`config.mk`:
```
export PLATFORM = sky130hd
export DESIGN_NAME = oled_spi_rx
export DESIGN_NICKNAME = d
export VERILOG_FILES = /design/src/rtl/oled_pkg.sv /design/src/rtl/spi_rx_sync.sv /design/src/rtl/oled_spi_rx.sv
export SDC_FILE = /design/constraint.sdc
export NUM_CORES = 1
export LEC_CHECK = 0
export CAP_MARGIN = 20
export CORE_ASPECT_RATIO = 2
export CORE_MARGIN = 3
export CORE_UTILIZATION = 30
export CTS_BUF_LIST = sky130_fd_sc_hd__clkbuf_16
export DETAILED_ROUTE_END_ITERATION = 12
export GPL_TIMING_DRIVEN = 0
export PLACE_DENSITY = 0.61
export SYNTH_ARGS = -nofsm -noshare
export SYNTH_HDL_FRONTEND = slang
export SYNTH_SLANG_ARGS = --single-unit
```
`constraint.sdc`:
```
create_clock -name clk -period 2 [get_ports clk]
set_input_delay 0.4 -clock clk [delete_from_list [all_inputs] [get_ports clk]]
set_output_delay 0.4 -clock clk [all_outputs]
set_load 0.01 [all_outputs]
```
`src/rtl/oled_pkg.sv`:
```
// rtl/oled_pkg.sv - shared opcodes, geometry and argument-count lookup for the OLED SPI receiver
package oled_pkg;

   localparam int PAGES  = 8;
   localparam int COLS   = 128;
   localparam int ADDR_W = 10;

   localparam logic [7:0] COL_LO   = 8'h00;
   localparam logic [7:0] COL_HI   = 8'h10;
   localparam logic [7:0] SET_PAGE = 8'hB0;
   localparam logic [7:0] DISP_OFF = 8'hAE;
   localparam logic [7:0] DISP_ON  = 8'hAF;

   localparam logic [7:0] ARG1_CMDS [9] = '{8'h20, 8'h81, 8'h8D, 8'hA8, 8'hD3,
                                             8'hD5, 8'hD9, 8'hDA, 8'hDB};
   localparam logic [7:0] ARG2_CMDS [2] = '{8'h21, 8'h22};

   typedef enum logic {ST_CMD, ST_ARG} rx_state_t;

   // Number of argument bytes that follow a command opcode; 0 for plain commands.
   function automatic logic [1:0] arg_count(input logic [7:0] op);
      logic [1:0] n;
      n = 2'd0;
      for (int i = 0; i < 9; i++)
         if (op == ARG1_CMDS[i]) n = 2'd1;
      for (int i = 0; i < 2; i++)
         if (op == ARG2_CMDS[i]) n = 2'd2;
      return n;
   endfunction

endpackage

```
`src/rtl/spi_rx_sync.sv`:
```
// rtl/spi_rx_sync.sv - pin synchronizers and sclk rising-edge detector
module spi_rx_sync #(
   parameter int SYNC_STAGES = 2
) (
   input  logic clk,
   input  logic rst_n,
   input  logic sclk,
   input  logic mosi,
   input  logic dc,
   input  logic oled_rst,
   output logic sclk_rise,
   output logic mosi_s,
   output logic dc_s,
   output logic oled_rst_s
);

   logic [SYNC_STAGES-1:0] sclk_ff;
   logic [SYNC_STAGES-1:0] mosi_ff;
   logic [SYNC_STAGES-1:0] dc_ff;
   logic [SYNC_STAGES-1:0] rst_ff;
   logic                   sclk_d;

   always_ff @(posedge clk) begin
      if (!rst_n) begin
         sclk_ff <= '0;
         mosi_ff <= '0;
         dc_ff   <= '0;
         rst_ff  <= '0;
         sclk_d  <= 1'b0;
      end else begin
         sclk_ff <= {sclk_ff[SYNC_STAGES-2:0], sclk};
         mosi_ff <= {mosi_ff[SYNC_STAGES-2:0], mosi};
         dc_ff   <= {dc_ff[SYNC_STAGES-2:0], dc};
         rst_ff  <= {rst_ff[SYNC_STAGES-2:0], oled_rst};
         sclk_d  <= sclk_ff[SYNC_STAGES-1];
      end
   end

   assign sclk_rise  = sclk_ff[SYNC_STAGES-1] & ~sclk_d;
   assign mosi_s     = mosi_ff[SYNC_STAGES-1];
   assign dc_s       = dc_ff[SYNC_STAGES-1];
   assign oled_rst_s = rst_ff[SYNC_STAGES-1];

endmodule

```
`src/rtl/oled_spi_rx.sv`:
```
// rtl/oled_spi_rx.sv - SPI byte receiver with SSD1306-style command decode and RAM write port
module oled_spi_rx
   import oled_pkg::*;
#(
   parameter int SYNC_STAGES = 2,
   parameter int TIMEOUT     = 1024
) (
   input  logic              clk,
   input  logic              rst_n,
   input  logic              oled_rst,
   input  logic              oled_sclk,
   input  logic              oled_mosi,
   input  logic              oled_dc,
   output logic              cmd_valid,
   output logic [7:0]        cmd_byte,
   output logic              cmd_is_arg,
   output logic              wren,
   output logic [ADDR_W-1:0] wraddress,
   output logic [7:0]        wrdata,
   output logic              display_on,
   output logic              frame_err
);

   localparam int TW = $clog2(TIMEOUT + 1);

   logic            sclk_rise, mosi_s, dc_s, oled_rst_s;
   logic [2:0]      bit_cnt;
   logic [6:0]      shreg;
   logic [TW-1:0]   tmo_cnt;
   logic [2:0]      page;
   logic [6:0]      col;
   logic [1:0]      args_left;
   rx_state_t       state;
   logic [7:0]      rx_byte;

   spi_rx_sync #(.SYNC_STAGES(SYNC_STAGES)) u_sync (
      .clk        (clk),
      .rst_n      (rst_n),
      .sclk       (oled_sclk),
      .mosi       (oled_mosi),
      .dc         (oled_dc),
      .oled_rst   (oled_rst),
      .sclk_rise  (sclk_rise),
      .mosi_s     (mosi_s),
      .dc_s       (dc_s),
      .oled_rst_s (oled_rst_s)
   );

   // The first seven bits live in shreg; the eighth is taken straight from mosi on dispatch.
   assign rx_byte = {shreg, mosi_s};

   always_ff @(posedge clk) begin
      if (!rst_n || !oled_rst_s) begin
         cmd_valid  <= 1'b0;
         cmd_byte   <= '0;
         cmd_is_arg <= 1'b0;
         wren       <= 1'b0;
         wraddress  <= '0;
         wrdata     <= '0;
         display_on <= 1'b0;
         frame_err  <= 1'b0;
         bit_cnt    <= '0;
         shreg      <= '0;
         tmo_cnt    <= '0;
         page       <= '0;
         col        <= '0;
         args_left  <= '0;
         state      <= ST_CMD;
      end else begin
         wren      <= 1'b0;
         cmd_valid <= 1'b0;
         frame_err <= 1'b0;
         if (sclk_rise) begin
            tmo_cnt <= '0;
            shreg   <= rx_byte[6:0];
            bit_cnt <= bit_cnt + 3'd1;
            if (bit_cnt == 3'd7) begin
               if (dc_s) begin
                  wren      <= 1'b1;
                  wrdata    <= rx_byte;
                  wraddress <= {page, col};
                  col       <= col + 7'd1;
                  state     <= ST_CMD;
                  args_left <= '0;
               end else begin
                  cmd_valid  <= 1'b1;
                  cmd_byte   <= rx_byte;
                  cmd_is_arg <= (state == ST_ARG);
                  if (state == ST_ARG) begin
                     args_left <= args_left - 2'd1;
                     if (args_left == 2'd1)
                        state <= ST_CMD;
                  end else begin
                     if ((rx_byte & 8'hF0) == COL_LO)
                        col[3:0] <= rx_byte[3:0];
                     else if ((rx_byte & 8'hF0) == COL_HI)
                        col[6:4] <= rx_byte[2:0];
                     else if ((rx_byte & 8'hF8) == SET_PAGE)
                        page <= rx_byte[2:0];
                     else if (rx_byte == DISP_OFF)
                        display_on <= 1'b0;
                     else if (rx_byte == DISP_ON)
                        display_on <= 1'b1;
                     if (arg_count(rx_byte) != 2'd0) begin
                        state     <= ST_ARG;
                        args_left <= arg_count(rx_byte);
                     end
                  end
               end
            end
         end else if (bit_cnt != 3'd0) begin
            // A stalled partial byte is dropped; decode state is deliberately left alone.
            if (tmo_cnt == TW'(TIMEOUT - 1)) begin
               bit_cnt   <= '0;
               shreg     <= '0;
               tmo_cnt   <= '0;
               frame_err <= 1'b1;
            end else begin
               tmo_cnt <= tmo_cnt + TW'(1);
            end
         end else begin
            tmo_cnt <= '0;
         end
      end
   end

endmodule

```
==> impl_metrics.toml, run 1 <==
[cells_and_area]
layout.cells.non_filler = 528
nets = 406
diodes = 0
design_area_um2 = 3930
drive_above_1_share_pct = 13.9
area.growth.synth_to_final_pct = 30.2

[synth]
ys_seq_area_share_pct = 49.1
synth_top_area_share_pct = 49.1
synth_common_cells = "nand2_1 (75), dfxtp_1 (74), a21oi_1 (37)"
syn_nets = 360
synth_area_um2 = 3020
synth_area_leaders = "dfxtp_1 (49%), nand2_1 (9.3%), a21oi_1 (6.1%), nor2_1 (3.4%), a22o_2 (2.7%)"
synth_cells = 348
synth_seq_cells = 74
synth_area_per_cell_um2 = 8.67
yosysTopAreaCell = "dfxtp_1"
synthFlopType = "dfxtp_1"
synthArstFlopShare_pct = 0
synth-edff-count = 0
synth.distinct_cells = 51
yosysMostFrequentCell = "nand2_1"
yosysWarningCount = 0

[min_path]
worstHoldPathType = "reg -> reg"
hold_start = "u_sync.sclk_ff[0]"
holdPathEnd = "u_sync.sclk_ff[1]"
holdPathStages = 1

[global_route]
grt_pass1_vias = 2585
grt_pass1_wl_mm = 12.1
grt_util_all_layers_pct = 13.4
grt_max_degree = 20
antenna_found_initial = 0
grt_overflow = 0

[timing]
max_freq_mhz = 529
fin_worst_skew_ns = 0.00751
setup_tns_ns = 0
worst_pin_slew_ns = 0.648
drv_slew = 0
slew_headroom_pct = 56.6
rsz0062_at_grt = "false"
hold_viol = 0
timing.final.ws_setup_ns = 0.111
setup_viol = 0
min_period_over_period_pct = 94.5
post-route-min-period_ns = 1.89

[setup_path]
path_max_fanout = 10
r2r_slack_ns = 0.11
worst_r2r_path_depth = 8
critPathKind = "reg -> reg"
crit_path_max_incr_delay_ns = 0.47
r2r_end = "page[1]"
critical_path.cell_chain = "ha_4 -> ha_2 -> and3b_1 -> buf_6 -> nand2_8 -> or4_4 -> mux2i_1 -> nor2_1"
r2r_start = "bit_cnt[0]"
end_kind = "register"
critPathLaunchType = "register"
cp.arrival_ns = 2.09
slowest_stage = "or4_4"
cp.required_ns = 2.20

[run_status]
status = "completed"

[die]
fp.dieW_um = 76.9
core.rowCount = 51
core_area_um2 = 9760
die-area_um2 = 11400
die_h_um = 148
initial_core_util_pct = 30.9
ioPinCount = 37

[cts]
insertion_delay_ns = 0.33
clockRootBuffer = "clkbuf_16"
cts_max_level = 3
clk_pin_slew_ns = 0.05
cts_max_path_buffers = 2
cts.sinks = 74
numCtsBuffers = 9
cts_tree = "yes"

[route]
dr.pass1.iters = 4
drtIter0Drc = 188
drtAntennaViolNets = 0
routedWlPerCell_um = 13.4
drc = 0
vias_per_cell = 4.77
via_count = 2518
drt-total-wl_mm = 7.08

[pwr]
vdd_drop_max_uv = 391
seqPwrFrac_pct = 47.1
power_uw = 3160
power_density_nw_per_um2 = 803
p_comb_share_pct = 1.6
internal_power_uw = 2570
leakage_uw = 0.00132
swShare_pct = 18.6
pwr-share-clk_pct = 51.3
switchingPower_uw = 588

[run]
drv_cap = 0

[place]
dp.cells = 516
post-place-ws_ns = -0.525
hpwl_mm = 5.20
place_congestion = 0.821
dpl-instance-area_um2 = 3540
port_buffers = 36
==> worst max path at each step <==
stage,from,end,slack (ns),cells after the start
floorplan,bit_cnt[0],page[0],0.01,9
finish,bit_cnt[0],page[1],0.11,8
CTS,shreg[2],args_left[1],0.04,6
detailed placement,rst_n,wraddress[4],-0.52,6
global placement,rst_n,wraddress[1],-0.50,6
global route,bit_cnt[0],page[2],0.002,8
==> state kept, by name (all words and copies together), names as in the netlist <==
name and cells:
tmo_cnt 11, u_sync.dc_ff 2, u_sync.sclk_ff 2, args_left 2, cmd_valid 1, col 7
u_sync.rst_ff 2, cmd_byte 8, display_on 1, frame_err 1, wrdata 8, wraddress 10
shreg 7, u_sync.mosi_ff 2, bit_cnt 3, page 3, u_sync.sclk_d 1, wren 1
cmd_is_arg 1, state 1
==> critical path: cells and delay by family (launching register included) <==
family                   cells  cell delay (ns)
multiplexers                 1             0.18
AND/OR/NAND/NOR              4             0.76
buffers and inverters        1             0.13
flip-flops                   1             0.37
adder cells (fa/ha/maj)      2             0.31
==> cells by family after synthesis <==
kind of cell,Yosys count,synth area share (%)
simple gates,153,24.5
flops,74,49.1
compound gates,72,15.1
buf+inv,28,3.98
xor+xnor,9,2.61
fa+ha+maj,7,2.82
mux,5,1.82
==> through the flow <==
stage                     utilization (%)  hold WS, ns
final                                40.2        0.430
after global routing                 40.2        0.446
after CTS                            39.5        0.429
after detailed placement             36.3        0.417
after global placement               36.3        0.420
after floorplan                         -        0.412
==> cells in the final DEF (no fill, tap or decap), drive strengths merged, types with 7 or more instances in the layout <==
cell type      synthesis  routed
nand2                 76      76
dfxtp                 74      74
a21oi                 37      37
clkdlybuf4s50          0      36
nor2                  27      27
clkbuf                12      18
and2                  11      11
buf                    8      10
o21ai                  8       8
xor2                   8       8
a22o                   8       8
inv                    7       7
==> area by class of cell <==
class | count | area, um^2
fillers | 986 | 5830
multi-input cells | 246 | 1490
flip-flops and latches | 74 | 1480
repair buffers | 38 | 375
clock buffers | 9 | 225
well taps | 132 | 165
plain buffers | 17 | 90.1
clock inverters | 4 | 70.1
inverters | 8 | 30.0
==> power by group through the flow <==
stage	Sequential, uW	Combinational, uW	Clock [uW]
final	1490	51.5	1620
after global routing	1490	57.4	1740
after CTS	1490	49.7	1670
after detailed placement	1520	48.5	0
after global placement	1520	48.4	0
after floorplan	1520	28.9	0
==> routing by layer <==
layer  GRT usage, %  routed length [um]
met5              0                   0
met4           7.17                 177
met3           3.11                 247
met2           26.0                4020
met1           12.7                2640
==> what timing repair did <==
item | in CTS | in global routing
endpoints found under the setup margin | 27 | 36
setup buffers | 0 | 2
gates resized for setup | 9 | 16
hold buffers | 0 | 0
pin swaps | 1 | 0
No activity file was read; power rests on OpenSTA's default activity.
==> run 2: changes to the inputs <==
- ABC_CLOCK_PERIOD_IN_PS: default -> 2000
==> results of run 2 <==
The final DEF is identical to that of run 1; final timing and power are the same.
==> run 3: changes to the inputs <==
- ABC_AREA: default -> 1
==> impl_metrics.toml, run 3 <==
[cts]
insertion_delay_ns = 0.33
cts_tree = "yes"
cts_max_path_buffers = 2
post-cts-setup-buffers = 0
cts.sinks = 74
cts_max_level = 3
clk_pin_slew_ns = 0.06
ctsResizeCount = 0
hold_buffers = 0
clockRootBuffer = "clkbuf_16"
numCtsBuffers = 9

[synth]
synth_area_um2 = 3130
synth-edff-count = 0
synthArstFlopShare_pct = 0
synth_top_area_share_pct = 47.3
ys_seq_area_share_pct = 47.3
synth_seq_cells = 74
synth_area_per_cell_um2 = 7.77
yosysWarningCount = 0
yosysTopAreaCell = "dfxtp_1"
synth_common_cells = "dfxtp_1 (74), nand2_1 (68), nor2_1 (53)"
synthFlopType = "dfxtp_1"
yosysMostFrequentCell = "dfxtp_1"
synth_area_leaders = "dfxtp_1 (47%), nand2_1 (8.2%), nor2_1 (6.4%), o21ai_0 (5.8%), a21oi_1 (5.4%)"
synth_cells = 403
syn_nets = 415
synth.distinct_cells = 36

[die]
fp.dieW_um = 78.2
die-area_um2 = 11800
initial_core_util_pct = 30.9
ioPinCount = 37
core.rowCount = 52
core_area_um2 = 10100
die_h_um = 150

[run]
drv_cap = 0

[setup_path]
crit_family = "simple AND/OR/NAND/NOR gates"
critPathLaunchType = "register"
path_max_fanout = 10
cp-startpoint = "bit_cnt[1]"
crit_buf_inv = 2
slowest_stage = "dfxtp_1"
r2r_start = "bit_cnt[1]"
critical_path.cell_chain = "ha_1 -> ha_1 -> nand2_4 -> inv_2 -> nand2_4 -> clkinv_2 -> nand2_2 -> nor2_4 -> o21ai_1 -> a21oi_1"
crit_path_max_incr_delay_ns = 0.36
cp.arrival_ns = 1.92
cp.required_ns = 2.26
end_kind = "register"
critPathKind = "reg -> reg"

[run_status]
status = "completed"

[timing]
worst_pin_slew_ns = 0.482
drv_slew = 0
hold_viol = 0
min_period_over_period_pct = 83.3
max_freq_mhz = 600
setup_viol = 0
rsz0062_at_grt = "false"
slew_headroom_pct = 67.9
setup_tns_ns = 0
fin_worst_skew_ns = 0.00509
post-route-min-period_ns = 1.67

[pwr]
leakage_uw = 0.00164
power_uw = 3240
power_density_nw_per_um2 = 815
vdd_drop_max_uv = 500

[cells_and_area]
layout.cells.non_filler = 589
area.growth.synth_to_final_pct = 26.8
drive_above_1_share_pct = 13.0
nets = 461
final_cell_mix = "dfxtp_1 (74), nand2_1 (68), nor2_1 (53)"
largest_register_ff_count = 11
largest_register = "tmo_cnt"
final_common_cell = "dfxtp_1"
reg_top3 = "tmo_cnt (11), wraddress (10)"
diodes = 0

[route]
drt-total-wl_mm = 7.55
vias_per_cell = 4.56
drtAntennaViolNets = 0
drc = 0
dr.pass1.iters = 4
via_count = 2686
routedWlPerCell_um = 12.8
drtIter0Drc = 138

[global_route]
grt_overflow = 0
grt_pass1_wl_mm = 12.3
antenna_found_initial = 0
grt_max_degree = 14
grt_util_all_layers_pct = 13.5
grt_pass1_vias = 2622

[place]
place_congestion = 0.820
port_buffers = 35
dp.cells = 573
hpwl_mm = 5.71

[min_path]
worstHoldPathType = "in -> reg"
hold_start = "rst_n"
-- run 3: cell count changes in the layout (fill, tap and decap cells not counted), sizes merged, moves of 5 or more --
cell | before | now
clkbuf | 18 | 13
nor2 | 27 | 60
o21ai | 8 | 40
inv | 7 | 45
a22o | 8 | 0
and2 | 11 | 0
nand3 | 5 | 30
-- run 3: cells by family (layout without fill, tap and decap cells) --
logic type / Yosys count / count (layout) / share of synthesized area [%]
DFF: 74 / 74 / 47.3
AOI/OAI and AO/OA: 80 / 80 / 13.4
buffers and inverters: 61 / 112 / 8.15
adders and majority gates: 6 / 6 / 2.40
and+or+nand+nor: 176 / 176 / 27.0
xor gates and xnor gates: 6 / 6 / 1.68
-- run 3: routing by layer --
| metal | global-route usage (%) | part of all wire (%) |
|---|---|---|
| met4 | 7.62 | 3.4 |
| met5 | 0 | 0 |
| met3 | 2.40 | 2.4 |
| met2 | 26.1 | 56 |
| met1 | 13.2 | 38 |
-- run 3: cell type report --
type / count / area (um^2)
fillers: 1097 / 6180
clock buffers: 9 / 225
clock inverters: 7 / 93.8
flip-flops and latches: 74 / 1480
well taps: 135 / 169
plain buffers: 15 / 78.8
repair buffers: 35 / 350
inverters: 46 / 176
multi-input cells: 268 / 1400
-- run 3: final timing paths --
path,end,slack (ns),depth (start not counted)
worst max-delay path,page[1],0.33,10
worst min-delay path,u_sync.rst_ff[1],0.33,3
worst max register to register,page[1],0.33,10
worst min register to register,u_sync.dc_ff[1],0.41,2
-- run 3: report_power, final --
group / internal, uW / switching [uW]
clock: 1090 / 607
sequential: 1480 / 5.67
combinational: 19.9 / 33.1
total: 2590 / 646
-- run 3: worst min-delay path, delay by kind of cell --
family	cells	cell delay [ns]
buffers and inverters	2	0.18
and+or+nand+nor	1	0.06
-- run 3: metrics by stage --
stage          util (%)  hold WS (ns)  setup WS [ns]  cell area, um^2
2_1_floorplan         -         0.390          0.530             3130
5_1_grt            39.1         0.353          0.178             3970
3_3_place_gp       36.0         0.392          0.326             3650
3_5_place_dp       36.0         0.395          0.307             3650
4_1_cts            39.1         0.331          0.321             3970
6_report           39.1         0.333          0.333             3970
